## src/rtl/if_fetch_stage.sv

```systemverilog
// if_fetch_stage: instruction-fetch stage and IF/ID pipeline register.
// Owns the PC, keeps at most one instruction-memory request outstanding,
// buffers a response that arrives while ID is stalled, and applies
// redirects from ID and the Stall / IF_ID_flush controls from the hazard unit.
// Optional feature macro: FETCH_PERF_CNT_EN adds perf_fetch_cnt / perf_drop_cnt.
module if_fetch_stage #(
    parameter logic [31:0] RESET_PC = 32'h0000_0000,
    parameter logic [31:0] NOP_INST = 32'h0000_0013
) (
    input  logic        clk,
    input  logic        rst,
    input  logic        Stall,
    input  logic        IF_ID_flush,
    input  logic        redirect_valid,
    input  logic [31:0] redirect_pc,
    output logic        imem_req_valid,
    input  logic        imem_req_ready,
    output logic [31:0] imem_addr,
    input  logic        imem_rsp_valid,
    input  logic [31:0] imem_rsp_data,
    output logic        IF_ID_valid,
    output logic [31:0] IF_ID_pc,
    output logic [31:0] IF_ID_pc4,
    output logic [31:0] IF_ID_inst,
    output logic        fetch_busy
`ifdef FETCH_PERF_CNT_EN
    ,
    output logic [31:0] perf_fetch_cnt,
    output logic [31:0] perf_drop_cnt
`endif
);

    typedef enum logic [1:0] {
        S_REQ  = 2'd0,
        S_WAIT = 2'd1,
        S_HOLD = 2'd2
    } state_t;

    state_t      r_state;
    logic [31:0] r_pc;
    logic [31:0] r_req_pc;
    logic [31:0] r_hold_pc;
    logic [31:0] r_hold_inst;
    logic        r_drop;

    logic        r_if_vld;
    logic [31:0] r_if_pc;
    logic [31:0] r_if_pc4;
    logic [31:0] r_if_inst;

    logic [31:0] w_redir_pc;
    logic        w_hs;
    logic        w_wait_take;
    logic        w_hold_take;
    logic        w_consume;
    logic        w_load;
    logic [31:0] w_src_pc;
    logic [31:0] w_src_pc4;
    logic [31:0] w_src_inst;

    // Redirect targets are forced to word alignment.
    assign w_redir_pc  = redirect_pc & 32'hFFFF_FFFC;

    // No request is presented while reset is asserted.
    assign w_hs        = (r_state == S_REQ) && !rst && imem_req_ready;

    // An instruction leaves the fetch stage either straight from memory or from
    // the hold buffer; a redirect in the same cycle makes it stale instead.
    assign w_wait_take = (r_state == S_WAIT) && imem_rsp_valid && !r_drop
                         && !redirect_valid && !Stall;
    assign w_hold_take = (r_state == S_HOLD) && !redirect_valid && !Stall;
    assign w_consume   = w_wait_take || w_hold_take;
    // A flush in the same cycle still advances the PC but kills the slot.
    assign w_load      = w_consume && !IF_ID_flush;

    assign w_src_pc    = (r_state == S_HOLD) ? r_hold_pc : r_req_pc;
    assign w_src_inst  = (r_state == S_HOLD) ? r_hold_inst : imem_rsp_data;
    assign w_src_pc4   = w_src_pc + 32'd4;

    assign imem_req_valid = (r_state == S_REQ) && !rst;
    assign imem_addr      = r_pc;
    assign fetch_busy     = (r_state == S_WAIT) || (r_state == S_HOLD);

    assign IF_ID_valid = r_if_vld;
    assign IF_ID_pc    = r_if_pc;
    assign IF_ID_pc4   = r_if_pc4;
    assign IF_ID_inst  = r_if_inst;

    // Fetch FSM: PC, outstanding-request tracking, drop flag and hold buffer.
    always_ff @(posedge clk) begin
        if (rst) begin
            r_state <= S_REQ;
            r_pc    <= RESET_PC;
            r_drop  <= 1'b0;
        end else begin
            case (r_state)
                S_REQ: begin
                    if (w_hs) begin
                        r_req_pc <= r_pc;
                        r_state  <= S_WAIT;
                        // Request already issued to the old path: discard its reply.
                        r_drop   <= redirect_valid;
                    end
                    if (redirect_valid) begin
                        r_pc <= w_redir_pc;
                    end
                end
                S_WAIT: begin
                    if (imem_rsp_valid) begin
                        if (r_drop) begin
                            r_drop  <= 1'b0;
                            r_state <= S_REQ;
                        end else if (redirect_valid) begin
                            r_state <= S_REQ;
                        end else if (!Stall) begin
                            r_pc    <= w_src_pc4;
                            r_state <= S_REQ;
                        end else begin
                            r_hold_pc   <= r_req_pc;
                            r_hold_inst <= imem_rsp_data;
                            r_state     <= S_HOLD;
                        end
                    end else if (redirect_valid) begin
                        r_drop <= 1'b1;
                    end
                    if (redirect_valid) begin
                        r_pc <= w_redir_pc;
                    end
                end
                S_HOLD: begin
                    if (redirect_valid) begin
                        r_pc    <= w_redir_pc;
                        r_state <= S_REQ;
                    end else if (!Stall) begin
                        r_pc    <= w_src_pc4;
                        r_state <= S_REQ;
                    end
                end
                default: begin
                    r_state <= S_REQ;
                end
            endcase
        end
    end

    // IF/ID register: flush beats stall; an idle unstalled cycle inserts a bubble.
    always_ff @(posedge clk) begin
        if (rst) begin
            r_if_vld  <= 1'b0;
            r_if_pc   <= RESET_PC;
            r_if_pc4  <= RESET_PC + 32'd4;
            r_if_inst <= NOP_INST;
        end else if (IF_ID_flush) begin
            r_if_vld  <= 1'b0;
            r_if_inst <= NOP_INST;
        end else if (w_load) begin
            r_if_vld  <= 1'b1;
            r_if_pc   <= w_src_pc;
            r_if_pc4  <= w_src_pc4;
            r_if_inst <= w_src_inst;
        end else if (!Stall) begin
            r_if_vld  <= 1'b0;
            r_if_inst <= NOP_INST;
        end
    end

`ifdef FETCH_PERF_CNT_EN
    logic [31:0] r_perf_fetch;
    logic [31:0] r_perf_drop;
    logic        w_discard;

    // Responses thrown away: stale reply, abandoned hold buffer, or flushed delivery.
    assign w_discard = ((r_state == S_WAIT) && imem_rsp_valid && (r_drop || redirect_valid))
                       || ((r_state == S_HOLD) && redirect_valid)
                       || (w_consume && IF_ID_flush);

    assign perf_fetch_cnt = r_perf_fetch;
    assign perf_drop_cnt  = r_perf_drop;

    // Free-running event counters, wrapping at 2^32.
    always_ff @(posedge clk) begin
        if (rst) begin
            r_perf_fetch <= 32'd0;
            r_perf_drop  <= 32'd0;
        end else begin
            if (w_load) begin
                r_perf_fetch <= r_perf_fetch + 32'd1;
            end
            if (w_discard) begin
                r_perf_drop <= r_perf_drop + 32'd1;
            end
        end
    end
`else
    // Performance counters are not built in this configuration.
`endif

endmodule

```

## config.mk

```make
export PLATFORM = sky130hd
export DESIGN_NAME = if_fetch_stage
export DESIGN_NICKNAME = d
export VERILOG_FILES = /design/src/rtl/if_fetch_stage.sv
export SDC_FILE = /design/constraint.sdc
export NUM_CORES = 1
export LEC_CHECK = 0
export ABC_CLOCK_PERIOD_IN_PS = 4400
export CELL_PAD_IN_SITES_DETAIL_PLACEMENT = 0
export CELL_PAD_IN_SITES_GLOBAL_PLACEMENT = 2
export CORE_MARGIN = 2
export CORE_UTILIZATION = 32
export CTS_CLUSTER_DIAMETER = 60
export DETAILED_ROUTE_END_ITERATION = 7
export PLACE_DENSITY = 0.84
export RECOVER_POWER = 100
export SETUP_SLACK_MARGIN = 0.5
export SYNTH_ARGS = -nofsm -noshare
export SYNTH_HDL_FRONTEND = slang
export SYNTH_SLANG_ARGS = --single-unit
```

## constraint.sdc

```tcl
create_clock -name clk -period 4.4 [get_ports clk]
set_clock_uncertainty 0.05 [all_clocks]
set_input_delay 0.88 -clock clk [delete_from_list [all_inputs] [get_ports clk]]
set_output_delay 0.88 -clock clk [all_outputs]
set_load 0.05 [all_outputs]
```

==> tab_implementation.tex <==
\begin{tabular}{lr}
\hline
Metric & Value \\
\hline
\multicolumn{2}{l}{\textbf{GRT}} \\
\quad Global route overflow & 0 \\
\quad Antenna violations before repair & 0 \\
\quad Largest net degree at the start of global routing & 92 \\
\quad Global-route wire length before repair & roughly 42,000 microns \\
\quad Via count of the first global-routing pass & $\sim$7,000 \\
\quad Total global-route track usage & 17.3\% \\
\multicolumn{2}{l}{\textbf{Critical path}} \\
\quad Bufs and invs on worst path & 3 \\
\quad Cell with the largest stage delay on the worst path & sky130\_fd\_sc\_hd\_\_clkbuf\_1 \\
\quad Type of the worst setup path & register to register \\
\quad Max Fanout on Critical Path & 90 \\
\quad Data arrival time of the worst path & 3.89 ns \\
\quad Required @ worst endpoint & between 4 and 5 ns \\
\quad CP Capture Type & register \\
\quad Kind of launch point of the worst setup path & register \\
\quad Family of cells with the greatest summed delay on the critical path & buffers and inverters \\
\quad Chain of cells forming the critical path & inv\_1 > ha\_4 > buf\_12 > nand3\_1 > a222oi\_1 > clkbuf\_1 > and4\_1 > nand2\_1 > xnor2\_1 > a221oi\_1 \\
\quad Slowest cell delay on critical path & around 0.50 ns \\
\multicolumn{2}{l}{\textbf{Placed design}} \\
\quad GP Congestion & 0.780 \\
\quad Number of input and output port buffers inserted & 199 \\
\quad DP HPWL & 18,800 microns \\
\multicolumn{2}{l}{\textbf{Logic synthesis}} \\
\quad Adder and majority gate portion of the synthesized area & 0.791\% \\
\quad Main combinational cell family by area after synthesis & simple AND/OR/NAND/NOR gates \\
\quad Multiplexer share of the synthesized area & 7.08\% \\
\quad Synthesized instance count & 893 \\
\quad Synth Cell Area & 0.00949 sq mm \\
\quad Dominant synthesized flop cell & sky130\_fd\_sc\_hd\_\_dfxtp\_1 \\
\quad Average cell area after synthesis & 10.6 sq um \\
\quad Count of flip-flops with a built-in enable after synthesis & 96 \\
\quad Ys Warns & 0 \\
\quad Number of flip-flops and latches in the synthesized netlist & around 230 \\
\quad Sequential-to-total area share from yosys stat & roughly 58\% \\
\quad Number of nets in the synthesized netlist & 970 \\
\quad Compound-gate portion of the synthesized area & 12.8\% \\
\quad Xor and xnor area share after synthesis & 2.40\% \\
\quad Number of unique standard cell types used by synthesis & a little over 60 \\
\quad Post-synth ARST share & 0\% \\
\quad Basic-gate share of the synthesized area counting and, or, nand and nor cells & 15.7\% \\
\multicolumn{2}{l}{\textbf{Clocking}} \\
\quad Post-CTS Setup Repair Bufs & 0 \\
\quad Clock H-tree levels & 1 \\
\quad Number of buffers created by CTS & 27 \\
\quad \# hold bufs at CTS & 0 \\
\quad Clock tree root driver cell & sky130\_fd\_sc\_hd\_\_clkbuf\_16 \\
\quad Clock tree from TritonCTS & built \\
\quad Count of cells resized by post-cts repair & 0 \\
\quad Clock Path Buffers & 3 \\
\quad Insertion delay to the later sink of the worst-skew pair & around 0.53 ns \\
\quad Clk pin slew, worst setup/hold paths & 0.06 ns \\
\quad Total clock sinks & 226 \\
\multicolumn{2}{l}{\textbf{Layout}} \\
\quad Area of the multi-input gates & 0.00366 sq mm \\
\quad Number of nets at the end of the flow & 1,151 \\
\quad Area delta synth->final & 33.6\% \\
\quad Filler cells & 2,826 \\
\quad Area used by sequential logic in the layout & 0.00549 sq mm \\
\quad Ratio of cells with drive above 1 in the final layout & under 10\% \\
\quad Final core utilization & a little over two fifths \\
\quad \# diodes & 0 \\
\multicolumn{2}{l}{\textbf{STA}} \\
\quad Worst slew margin relative to its limit & -16.3\% \\
\quad Number of failing hold endpoints at the final stage & 0 \\
\quad Maximum achievable frequency & 0.279 GHz \\
\quad Ratio of final minimum period to clock period & 81.6\% \\
\quad Setup violators final & 0 \\
\quad Unrepaired setup endpoints after global routing & no \\
\quad Final total negative setup slack & 0 ns \\
\quad Clock period minus final worst setup slack & 3.59 ns \\
\quad Measured slew at the worst slew-check pin & 1.74 ns \\
\quad Max-slew violation count & between 90 and 100 \\
\multicolumn{2}{l}{\textbf{Floorplanning}} \\
\quad Width of the die & 176 microns \\
\quad Effective utilization at floorplan & 32.3\% \\
\quad Core region area & 0.0294 sq mm \\
\quad Die extent in y & 176 microns \\
\quad Number of placed I/O pins & 202 \\
\quad Number of placement rows & 63 \\
\quad Total Die Area & 0.0311 sq mm \\
\multicolumn{2}{l}{\textbf{Min path}} \\
\quad Min-Delay Path Class & register to register \\
\multicolumn{2}{l}{\textbf{Run}} \\
\quad Max\_cap viols & 3 \\
\multicolumn{2}{l}{\textbf{Status}} \\
\quad Violated checks & max-capacitance violations, max-slew violations \\
\quad Status & finished, violations left \\
\multicolumn{2}{l}{\textbf{Route}} \\
\quad Post-route DRC & 0 \\
\quad Post-Route WL & $\sim$28,000 microns \\
\quad Antenna violation net count after detailed routing & 0 \\
\quad Number of detailed-route iterations in the first pass & 6 \\
\quad Vias/cell & 4.98 \\
\quad Routed via count & about 7,400 \\
\quad Drt first-iter violations & between 400 and 500 \\
\quad Avg WL per Cell & 18.7 microns \\
\multicolumn{2}{l}{\textbf{Power}} \\
\quad Max rail drop VDD & 0.305 mV \\
\quad Final Total Pwr & 5.36 mW \\
\quad Power per unit of standard cell area & $\sim$420 mW/mm\^{}2 \\
\quad Static leakage & 4.49 nW \\
\hline
\end{tabular}
logic make-up after synthesis:
| family | after synthesis |
|---|---|
| AO/OA/AOI/OAI | 184 |
| XOR/XNOR | 26 |
| adder cells (fa/ha/maj) | 6 |
| buffers and inverters | 68 |
| flip-flops | 226 |
| multiplexers | 66 |
| AND/OR/NAND/NOR | 317 |
where the power goes:
group | internal, mW | switching, mW
sequential | 2.28 | 0.0668
clock | 1.42 | 0.872
combinational | 0.235 | 0.485
total | 3.94 | 1.42
per-layer routing:
metal  track usage [%]  up-vias  wire [microns]
met3              3.17       46            1660
met5                 0        -               0
met4              5.65        0             794
li1                  -     3607               -
met1              24.3     3513           12800
met2              27.0      225           12400
through the flow:
stage	setup WS [ns]	hold WS, ns	area (sq um)	cells
floorplan	0.965	0.376	9490	893
global placement	1.16	0.382	11800	1435
detailed placement	1.17	0.384	11800	1435
CTS	1.12	0.400	12800	1483
global route	0.484	0.415	12700	1483
finish	0.811	0.394	12700	1483
cells in the mapped netlist (6+ instances only):
| cell | count | share of area [%] |
|---|---|---|
| sky130_fd_sc_hd__a211oi_1 | 50 | 4.0 |
| sky130_fd_sc_hd__a21oi_1 | 74 | 3.9 |
| sky130_fd_sc_hd__buf_2 | 14 | 0.74 |
| sky130_fd_sc_hd__buf_4 | 7 | 0.55 |
| sky130_fd_sc_hd__clkbuf_1 | 34 | 1.3 |
| sky130_fd_sc_hd__dfxtp_1 | 130 | 27 |
| sky130_fd_sc_hd__edfxtp_1 | 96 | 30 |
| sky130_fd_sc_hd__ha_1 | 6 | 0.79 |
| sky130_fd_sc_hd__inv_1 | 6 | 0.24 |
| sky130_fd_sc_hd__mux2_2 | 6 | 0.71 |
| sky130_fd_sc_hd__mux2i_1 | 59 | 6.2 |
| sky130_fd_sc_hd__nand2_1 | 89 | 3.5 |
| sky130_fd_sc_hd__nand3_1 | 33 | 1.7 |
| sky130_fd_sc_hd__nand3b_1 | 11 | 0.87 |
| sky130_fd_sc_hd__nand4_1 | 7 | 0.46 |
| sky130_fd_sc_hd__nand4b_1 | 6 | 0.55 |
| sky130_fd_sc_hd__nor2_1 | 130 | 5.1 |
| sky130_fd_sc_hd__nor3_1 | 6 | 0.32 |
| sky130_fd_sc_hd__o21ai_0 | 15 | 0.79 |
| sky130_fd_sc_hd__xnor2_1 | 7 | 0.65 |
| sky130_fd_sc_hd__xor2_1 | 19 | 1.8 |
state kept, by name (all words and copies together), names as in the netlist:
name / count
r_state: 2
IF_ID_pc4: 30
imem_addr: 32
r_drop: 1
IF_ID_valid: 1
r_hold_inst: 32
IF_ID_inst: 32
IF_ID_pc: 32
r_hold_pc: 32
r_req_pc: 32
cell type report:
cell class,count,share of cell area [%]
Multi-Input combinational cell,599,28.9
Sequential cell,226,43.3
Inverter,6,0.178
Tap cell,390,3.85
Clock buffer,38,6.22
Clock inverter,10,1.05
Timing Repair Buffer,214,16.6
final timing paths:
kind,start,end,slack [ns],cells past startpoint
worst min-delay path,IF_ID_pc4[2],IF_ID_pc4[2],0.39,2
worst max register to register,r_state[0],imem_addr[27],0.81,10
worst min register to register,IF_ID_pc4[2],IF_ID_pc4[2],0.39,2
worst max-delay path,r_state[0],imem_addr[27],0.81,10
worst register-to-register path, stage by stage (launching register included):
cell,delay (ns)
sky130_fd_sc_hd__dfxtp_1,0.33
sky130_fd_sc_hd__inv_1,0.15
sky130_fd_sc_hd__ha_4,0.35
sky130_fd_sc_hd__buf_12,0.48
sky130_fd_sc_hd__nand3_1,0.27
sky130_fd_sc_hd__a222oi_1,0.37
sky130_fd_sc_hd__clkbuf_1,0.50
sky130_fd_sc_hd__and4_1,0.39
sky130_fd_sc_hd__nand2_1,0.09
sky130_fd_sc_hd__xnor2_1,0.29
sky130_fd_sc_hd__a221oi_1,0.14
cells in the final DEF (no fill, tap or decap), drive strengths merged, types with 6 or more instances in the layout:
master / instances
mux2i: 60
nor2: 130
inv: 7
nand3b: 12
dfxtp: 130
mux2: 6
nand3: 35
o21ai: 19
edfxtp: 96
buf: 9
a22oi: 7
clkbuf: 45
nand4: 10
nand4b: 6
xnor2: 7
clkdlybuf4s50: 34
ha: 6
xor2: 19
a211oi: 50
nor3: 6
a21oi: 75
nand2: 89
dlygate4sd3: 164
Power figures use the tool's default switching activity.
